[src/rtl/barrel_shift_pipe.sv]
// Two-stage pipelined barrel shifter with ARM-style carry-out.
// S1 normalises the shift amount; S2 shifts, computes carry and holds the result under backpressure.
module barrel_shift_pipe #(
  parameter int WIDTH = 32,
  parameter int TAG_W = 4
) (
  input  logic             clk,
  input  logic             reset_n,
  input  logic             in_valid,
  output logic             in_ready,
  input  logic [1:0]       shift_type,
  input  logic [7:0]       shift_num,
  input  logic             reg_amt,
  input  logic             not_shift,
  input  logic [WIDTH-1:0] x,
  input  logic             carry_in,
  input  logic [TAG_W-1:0] tag_in,
  output logic             out_valid,
  input  logic             out_ready,
  output logic [WIDTH-1:0] y,
  output logic             c,
  output logic [TAG_W-1:0] tag_out
);

  localparam int         LW     = $clog2(WIDTH);
  localparam logic [8:0] WIDTH9 = 9'(WIDTH);

  localparam logic [1:0] SH_LSL = 2'b00;
  localparam logic [1:0] SH_LSR = 2'b01;
  localparam logic [1:0] SH_ASR = 2'b10;

  logic             s1_valid;
  logic [1:0]       s1_type;
  logic [8:0]       s1_amt;
  logic             s1_bypass;
  logic             s1_rrx;
  logic [WIDTH-1:0] s1_x;
  logic             s1_cin;
  logic [TAG_W-1:0] s1_tag;

  logic             s2_adv;
  logic [8:0]       d_amt;
  logic             d_bypass;
  logic             d_rrx;

  assign s2_adv   = !out_valid || out_ready;
  assign in_ready = !s1_valid || s2_adv;

  // Immediate #0 encodings are remapped here so S2 sees only plain amounts.
  always_comb begin
    d_amt    = {1'b0, shift_num};
    d_bypass = not_shift;
    d_rrx    = 1'b0;
    if (!reg_amt) begin
      d_amt = 9'(shift_num[LW-1:0]);
      if (shift_num[LW-1:0] == '0) begin
        case (shift_type)
          SH_LSL:         d_bypass = 1'b1;
          SH_LSR, SH_ASR: d_amt    = WIDTH9;
          default:        d_rrx    = 1'b1;
        endcase
      end
    end else if (shift_num == 8'd0) begin
      d_bypass = 1'b1;
    end
  end

  always_ff @(posedge clk or negedge reset_n) begin
    if (!reset_n) begin
      s1_valid  <= 1'b0;
      s1_type   <= '0;
      s1_amt    <= '0;
      s1_bypass <= 1'b0;
      s1_rrx    <= 1'b0;
      s1_x      <= '0;
      s1_cin    <= 1'b0;
      s1_tag    <= '0;
    end else if (in_ready) begin
      s1_valid <= in_valid;
      if (in_valid) begin
        s1_type   <= shift_type;
        s1_amt    <= d_amt;
        s1_bypass <= d_bypass;
        s1_rrx    <= d_rrx;
        s1_x      <= x;
        s1_cin    <= carry_in;
        s1_tag    <= tag_in;
      end
    end
  end

  logic [LW-1:0]      nm1;
  logic [LW-1:0]      rot;
  logic [WIDTH-1:0]   lsl_pre;
  logic [WIDTH-1:0]   lsr_pre;
  logic [2*WIDTH-1:0] ror_wide;
  logic [WIDTH-1:0]   ror_y;
  logic [WIDTH-1:0]   sh_y;
  logic               sh_c;

  // Carry is the last bit shifted out, i.e. the edge bit after shifting by n-1.
  assign nm1      = LW'(s1_amt - 9'd1);
  assign rot      = s1_amt[LW-1:0];
  assign lsl_pre  = s1_x << nm1;
  assign lsr_pre  = s1_x >> nm1;
  assign ror_wide = {s1_x, s1_x} >> rot;
  assign ror_y    = ror_wide[WIDTH-1:0];

  always_comb begin
    sh_y = s1_x;
    sh_c = s1_cin;
    if (s1_bypass) begin
      sh_y = s1_x;
      sh_c = s1_cin;
    end else if (s1_rrx) begin
      sh_y = {s1_cin, s1_x[WIDTH-1:1]};
      sh_c = s1_x[0];
    end else begin
      case (s1_type)
        SH_LSL: begin
          if (s1_amt < WIDTH9) begin
            sh_y = s1_x << rot;
            sh_c = lsl_pre[WIDTH-1];
          end else if (s1_amt == WIDTH9) begin
            sh_y = '0;
            sh_c = s1_x[0];
          end else begin
            sh_y = '0;
            sh_c = 1'b0;
          end
        end
        SH_LSR: begin
          if (s1_amt < WIDTH9) begin
            sh_y = s1_x >> rot;
            sh_c = lsr_pre[0];
          end else if (s1_amt == WIDTH9) begin
            sh_y = '0;
            sh_c = s1_x[WIDTH-1];
          end else begin
            sh_y = '0;
            sh_c = 1'b0;
          end
        end
        SH_ASR: begin
          if (s1_amt < WIDTH9) begin
            sh_y = $signed(s1_x) >>> rot;
            sh_c = lsr_pre[0];
          end else begin
            sh_y = {WIDTH{s1_x[WIDTH-1]}};
            sh_c = s1_x[WIDTH-1];
          end
        end
        default: begin
          sh_y = ror_y;
          sh_c = ror_y[WIDTH-1];
        end
      endcase
    end
  end

  always_ff @(posedge clk or negedge reset_n) begin
    if (!reset_n) begin
      out_valid <= 1'b0;
      y         <= '0;
      c         <= 1'b0;
      tag_out   <= '0;
    end else if (s2_adv) begin
      out_valid <= s1_valid;
      if (s1_valid) begin
        y       <= sh_y;
        c       <= sh_c;
        tag_out <= s1_tag;
      end
    end
  end

endmodule

[config.mk]
export PLATFORM = sky130hd
export DESIGN_NAME = barrel_shift_pipe
export DESIGN_NICKNAME = d
export VERILOG_FILES = /design/src/rtl/barrel_shift_pipe.sv
export SDC_FILE = /design/constraint.sdc
export NUM_CORES = 1
export LEC_CHECK = 0
export BUFFER_PORTS_ARGS = -buffer_cell sky130_fd_sc_hd__buf_2
export CORE_ASPECT_RATIO = 1.1
export CORE_MARGIN = 4
export CORE_UTILIZATION = 28
export CTS_CLUSTER_SIZE = 10
export DETAILED_ROUTE_END_ITERATION = 6
export PLACE_DENSITY_LB_ADDON = 0.08
export RECOVER_POWER = 50
export SETUP_SLACK_MARGIN = 0.02
export SLEW_MARGIN = 15
export SYNTH_ARGS = -nofsm -noshare
export SYNTH_HDL_FRONTEND = slang
export SYNTH_SLANG_ARGS = --single-unit
export TNS_END_PERCENT = 30
[constraint.sdc]
create_clock -name clk -period 7.97 [get_ports clk]
set_clock_uncertainty 0.2 [all_clocks]
set_input_delay 1.594 -clock clk [delete_from_list [all_inputs] [get_ports clk]]
set_output_delay 1.594 -clock clk [all_outputs]
set_load 0.01 [all_outputs]
==> results.yml, run 1 <==
synth:
  synth.ff_latch_count: 88
  yosysTopAreaCell: "dfrtp_1"
  synth_edf_count: 0
  avgSynthCellArea_um2: 9.23
  synth-simple-area-share_pct: 13.7
  synth.cell_area_mm2: 0.00979
  synth_ff_type: "dfrtp_1"
  synth_mux_area_share_pct: 37.5
  synth_warnings: 0
  synthAdderAreaFrac_pct: 0.383
  async_flop_share_pct: 100
  ys_top_cells_by_area: "dfrtp_1 (22%), mux4_2 (20%), mux2_2 (9.2%), mux2i_1 (6.5%), nor2_1 (4.3%)"
  synth_compound_area_share_pct: 18.7
  syn_nets: 1117
  synth_top_area_share_pct: 22.5
  syn_inst: 1061
  synth_cell_types: 73
  synth_top_family_by_area: "multiplexers"
  yosysSeqAreaShare_pct: 22.5
  synth_xor_xnor_area_share_pct: 0.613
power:
  p_sw_share_pct: 48.1
  seqPwrFrac_pct: 26.6
  power.share.clock_pct: 17.4
  vdd_ir_drop_max_mv: 0.115
  net-switching-power_uw: 1360
  power.internal_uw: 1470
  combinationalPowerShare_pct: 56.0
  p_total_uw: 2830
  leakage_uw: 0.00412
  powerDensity_mw_per_mm2: 263
grt:
  antenna_found_initial: 2
  grt_pass1_vias: 9674
  grt_pass1_wl_mm: 72.1
  grt_overflow: 0
  grt_max_degree: 71
  grt_usage_pct: 25.7
min_path:
  whs_path_depth: 2
  hp-start: "s1_tag[2]"
  worst_hold_path.endpoint: "tag_out[2]"
  worstHoldPathType: "reg -> reg"
drt:
  routed.top_layer: "met5"
  vias: 9877
  initialDrtViolationCount: 1392
  wirelength_mm: 49.9
  dr.pass1.iters: 5
  antenna_left: 0
  route.met3.wl_mm: 4.64
  wirelength_met1_mm: 21.2
  viasPerCell: 6.53
  route.detailed.drc: 0
  dr_wl_met2_mm: 22.1
  routedWlPerCell_um: 33.0
final_layout:
  syn_to_final_growth_pct: 9.97
  antenna_cells: 0
  nets: 1126
  layout_commonest_cell: "nor2_1"
  final_cell_mix: "nor2_1 (112), mux4_2 (89), nand2_1 (87)"
  drive_gt1_share_pct: 26.8
  fillers: 3676
worst_setup_path:
  critical-path-top-delay-family: "buffers and inverters"
  r2r_cells: 8
  r2r_start: "s1_amt[0]"
  startpoint_type: "input port"
  critPathMaxStageDelay_ps: 2290
  path_class: "in -> reg"
  startpoint: "out_ready"
  r2r_setup_slack_ps: 3750
  required_ps: 8040
  slowest_stage: "clkbuf_1"
  crit_buf_inv: 2
  cp-end-kind: "register"
  worstReg2RegEnd: "c"
  crit_chain: "buf_2, nand3b_1, nand2_2, clkbuf_1, mux2_2"
  cp_max_fo: 56
  cp.arrival_ps: 4840
outcome:
  status: "finished, violations left"
  violations: "max-capacitance violations, max-slew violations"
clocking:
  htree_levels: 3
  tritoncts: "done"
  post_cts_resized: 0
  cts_buffers: 9
  cts_root_buf: "clkbuf_16"
  postCtsHoldBufs: 0
  clkTransAtPathRegs_ps: 70
  worstSkewPairLatency_ps: 390
  cts_sinks: 88
  post_cts_buffers: 0
  clockBufferDepth: 2
die:
  ioPinCount: 92
  fp.dieW_um: 186
  rows: 71
  core_area_mm2: 0.0344
  die_h_um: 204
  dieArea_mm2: 0.0380
  initial_core_util_pct: 28.5
sta:
  hold_viol: 0
  fmax_ghz: 0.210
  fin_crit_sh_pct: 59.9
  rsz0062_at_grt: "no"
  tightestPinTransition_ps: 3280
  drv_slew: 131
  relSlewSlack_pct: -119
  fin_crit_ps: 4770
  fin_tns_setup_ps: 0
  final-setup-viol-count: 0
run:
  maxCapViolCount: 3
placement:
  dp_hpwl_mm: 33.9
  gp_congestion: 0.959
  numPortBuffers: 91
==> how the worst max path moves through the flow <==
stage / endpoint / slack (ps) / cells past startpoint
floorplan: in_ready / 4370 / 1
global placement: c / 3780 / 8
detailed placement: c / 3710 / 8
CTS: c / 3710 / 8
global route: s1_amt[6] / 2730 / 5
finish: s1_x[15] / 3200 / 5
==> synth_stat cells (all sizes together) (6+ instances only) <==
master  number
a31oi       15
o32ai        8
dfrtp       88
mux2i       64
a211oi      12
o221ai      11
a221oi       9
nor4         6
mux2        87
mux4        91
inv         13
nor2b        6
nand3       17
o22ai        9
a211o        7
a22oi       11
or2          6
o21ai       62
and3        15
and2         6
o211ai      10
nor3        25
buf         37
a21oi       75
nor2       112
nand2b       7
nand2       88
clkbuf      92
==> final cells by class <==
cell class                      instances  area [um2]  share of cell area [%]
Multi-Input combinational cell        830        6960                    64.7
Sequential cell                        88        2210                    20.6
Timing Repair Buffer                  127         671                    6.23
Tap cell                              438         548                    5.09
Clock buffer                           12         256                    2.38
Clock inverter                          3        65.1                   0.604
Inverter                               14        52.6                   0.488
==> stage by stage <==
step | util, % | hold slack, ps | instance area [um2] | worst slack, ps | cells
finish | 31.3 | 261 | 10800 | 3200 | 1512
global route | 31.3 | 286 | 10800 | 2730 | 1512
CTS | 31.5 | 264 | 10800 | 3710 | 1512
detailed placement | 30.6 | 247 | 10500 | 3710 | 1497
global placement | 30.6 | 246 | 10500 | 3780 | 1497
floorplan | - | 233 | 9790 | 4370 | 1061
==> cell families (layout without fill, tap and decap cells) <==
logic type | count (synthesis) | count (layout)
multiplexers | 242 | 242
adder cells (fa/ha/maj) | 3 | 3
AO/OA/AOI/OAI | 278 | 278
buffers and inverters | 143 | 156
AND/OR/NAND/NOR | 301 | 301
XOR/XNOR | 6 | 6
flip-flops | 88 | 88
==> registers in the layout, summed over array words and instances, names as in the netlist, 2 cells and up <==
signal	count
tag_out	4
y	32
s1_type	2
s1_tag	4
s1_amt	8
s1_x	32
==> metal layers <==
layer | vias to the layer above | track usage [%]
met5 | - | 0
met4 | 6 | 9.32
met3 | 120 | 6.05
met2 | 609 | 39.3
met1 | 5049 | 35.7
li1 | 4093 | -
==> power by group through the flow <==
stage / logic (uW) / registers [uW] / clock network [uW]
global placement: 1570 / 753 / 0
finish: 1580 / 753 / 492
detailed placement: 1540 / 753 / 0
global route: 1670 / 761 / 529
floorplan: 1090 / 623 / 0
CTS: 1550 / 745 / 511
==> worst min-delay path, cell delays in order, from the launching register on <==
cell and delay [ps]:
dfrtp_1 340, nand2_1 50, nand2_1 50
(Power assumes the default switching activity.)
==> run 2, diff against run 1 <==
- ABC_AREA: not set -> 1
- clock period: 7.97 -> 4.1 ns (I/O delays scaled with it)
==> results.yml, run 2 <==
worst_setup_path:
  r2r_cells: 14
  cp.arrival_ps: 3170
  startpoint_type: "register"
  worstReg2RegEnd: "c"
  r2r_setup_slack_ps: 1040
  startpoint: "s1_amt[3]"
  r2r_start: "s1_amt[3]"
  cp_max_fo: 68
  cp-end-kind: "register"
  required_ps: 4210
  path_class: "reg -> reg"
power:
  powerDensity_mw_per_mm2: 505
  leakage_uw: 0.00532
  p_total_uw: 5230
  vdd_ir_drop_max_mv: 0.230
sta:
  fmax_ghz: 0.327
  drv_slew: 53
  tightestPinTransition_ps: 1570
  relSlewSlack_pct: -4.84
  fin_tns_setup_ps: 0
  hold_viol: 0
  fin_crit_sh_pct: 74.7
  final-setup-viol-count: 0
  rsz0062_at_grt: "no"
  fin_crit_ps: 3060
clocking:
  cts_buffers: 9
  post_cts_resized: 0
  htree_levels: 3
  cts_sinks: 88
  tritoncts: "done"
  clkTransAtPathRegs_ps: 70
  postCtsHoldBufs: 0
  post_cts_buffers: 0
  worstSkewPairLatency_ps: 370
  cts_root_buf: "clkbuf_16"
  clockBufferDepth: 2
drt:
  wirelength_mm: 51.0
  routedWlPerCell_um: 24.0
  initialDrtViolationCount: 1185
  route.detailed.drc: 0
  vias: 11600
  antenna_left: 0
  dr.pass1.iters: 6
  viasPerCell: 5.47
synth:
  synth_top_area_share_pct: 28.6
  synth_edf_count: 0
  syn_nets: 1716
  yosysTopAreaCell: "nand2_1"
  syn_inst: 1660
  synth.cell_area_mm2: 0.00924
  yosysSeqAreaShare_pct: 23.8
  async_flop_share_pct: 100
  synth_cell_types: 38
  yosys-top-cells-count: "nand2_1 (705), nand3_1 (272), inv_1 (94)"
  synth_ff_type: "dfrtp_1"
  synth.ff_latch_count: 88
  synth_warnings: 0
  avgSynthCellArea_um2: 5.57
  yosys.cell_count.top_type: "nand2_1"
  ys_top_cells_by_area: "nand2_1 (29%), dfrtp_1 (24%), nand3_1 (15%), a21oi_1 (4.6%), o21ai_0 (4.5%)"
grt:
  grt_pass1_wl_mm: 74.2
  grt_pass1_vias: 11200
  grt_overflow: 0
  antenna_found_initial: 0
  grt_max_degree: 87
  grt_usage_pct: 27.7
min_path:
  whs_path_depth: 2
  worst_hold_path.endpoint: "y[15]"
  hp-start: "y[15]"
  worstHoldPathType: "reg -> reg"
die:
  fp.dieW_um: 181
  initial_core_util_pct: 28.5
  dieArea_mm2: 0.0360
  die_h_um: 199
  ioPinCount: 92
  core_area_mm2: 0.0325
  rows: 69
final_layout:
  syn_to_final_growth_pct: 12.0
  drive_gt1_share_pct: 11.0
  final_cell_area_mm2: 0.0104
  reg_top3: "s1_x (32), y (32), s1_amt (8)"
  utilization_pct: 31.9
  antenna_cells: 0
  fillers: 3838
  final_cell_mix: "nand2_1 (704), nand3_1 (272), inv_1 (93)"
  layout_commonest_cell: "nand2_1"
  nets: 1749
placement:
  placed_cell_area_mm2: 0.0101
  dp_hpwl_mm: 39.1
  numPortBuffers: 91
  gp_congestion: 1.01
run:
  maxCapViolCount: 1
outcome:
  violations: "max-capacitance violations, max-slew violations"
  status: "finished, violations left"
run 2: cell count changes after synthesis, moves of 64 or more:
cell	change
inv_1	+85
mux2_2	-80
mux2i_1	-64
mux4_2	-89
nand2_1	+617
nand3_1	+255
run 2: cell families (layout without fill, tap and decap cells):
kind of cell,after synthesis,after routing,synth area share [%]
AND/OR/NAND/NOR,1087,1087,49.5
AO/OA/AOI/OAI,262,262,15.6
buffers and inverters,217,255,10.2
flip-flops,88,88,23.8
adder cells (fa/ha/maj),3,3,0.406
XOR/XNOR,3,3,0.447
run 2: power breakdown:
part | switching [uW] | total (uW) | internal, uW
logic | 2240 | 3090 | 856
registers | 195 | 1270 | 1070
clock network | 433 | 864 | 431
total | 2870 | 5230 | 2360
run 2: how the worst max path moves through the flow:
| stage | endpoint | cells after the start |
|---|---|---|
| after floorplan | c | 20 |
| after global placement | s1_x[31] | 8 |
| after detailed placement | s1_x[31] | 8 |
| after CTS | c | 14 |
| after global routing | c | 14 |
| final | c | 14 |
run 2: through the flow:
step           cells  hold WS [ps]  worst slack (ps)
3_3_place_gp    2108           262               986
2_1_floorplan   1660           301              1600
4_1_cts         2124           282              1100
3_5_place_dp    2108           261               996
5_1_grt         2124           300               899
6_report        2124           279              1040
run 2: layout make-up:
type | count | area (um2) | area share [%]
Tap cell | 426 | 533 | 5.15
Multi-Input combinational cell | 1355 | 6100 | 58.9
Clock inverter | 7 | 73.8 | 0.713
Sequential cell | 88 | 2210 | 21.3
Inverter | 113 | 427 | 4.12
Timing Repair Buffer | 126 | 790 | 7.63
Clock buffer | 9 | 225 | 2.18
run 2: layer usage:
layer | part of all wire (%) | vias to the layer above | GRT usage [%]
met1 | 43 | 5515 | 37.0
met2 | 45 | 511 | 44.0
met4 | 5.6 | 0 | 13.6
met3 | 6.7 | 111 | 3.93
li1 | - | 5472 | -
met5 | 0 | - | 0
run 2: worst max-delay path, cell delays in order, from the launching register on:
cell,delay (ps)
dfrtp_2,370
buf_4,670
nor2_1,150
nand2_1,110
xor2_1,440
inv_1,220
nand3_1,230
nand3_1,100
nand2_1,70
nand2_1,50
nand3_1,140
nand2_1,70
nand2_1,60
nand2_1,60
nand2_1,50
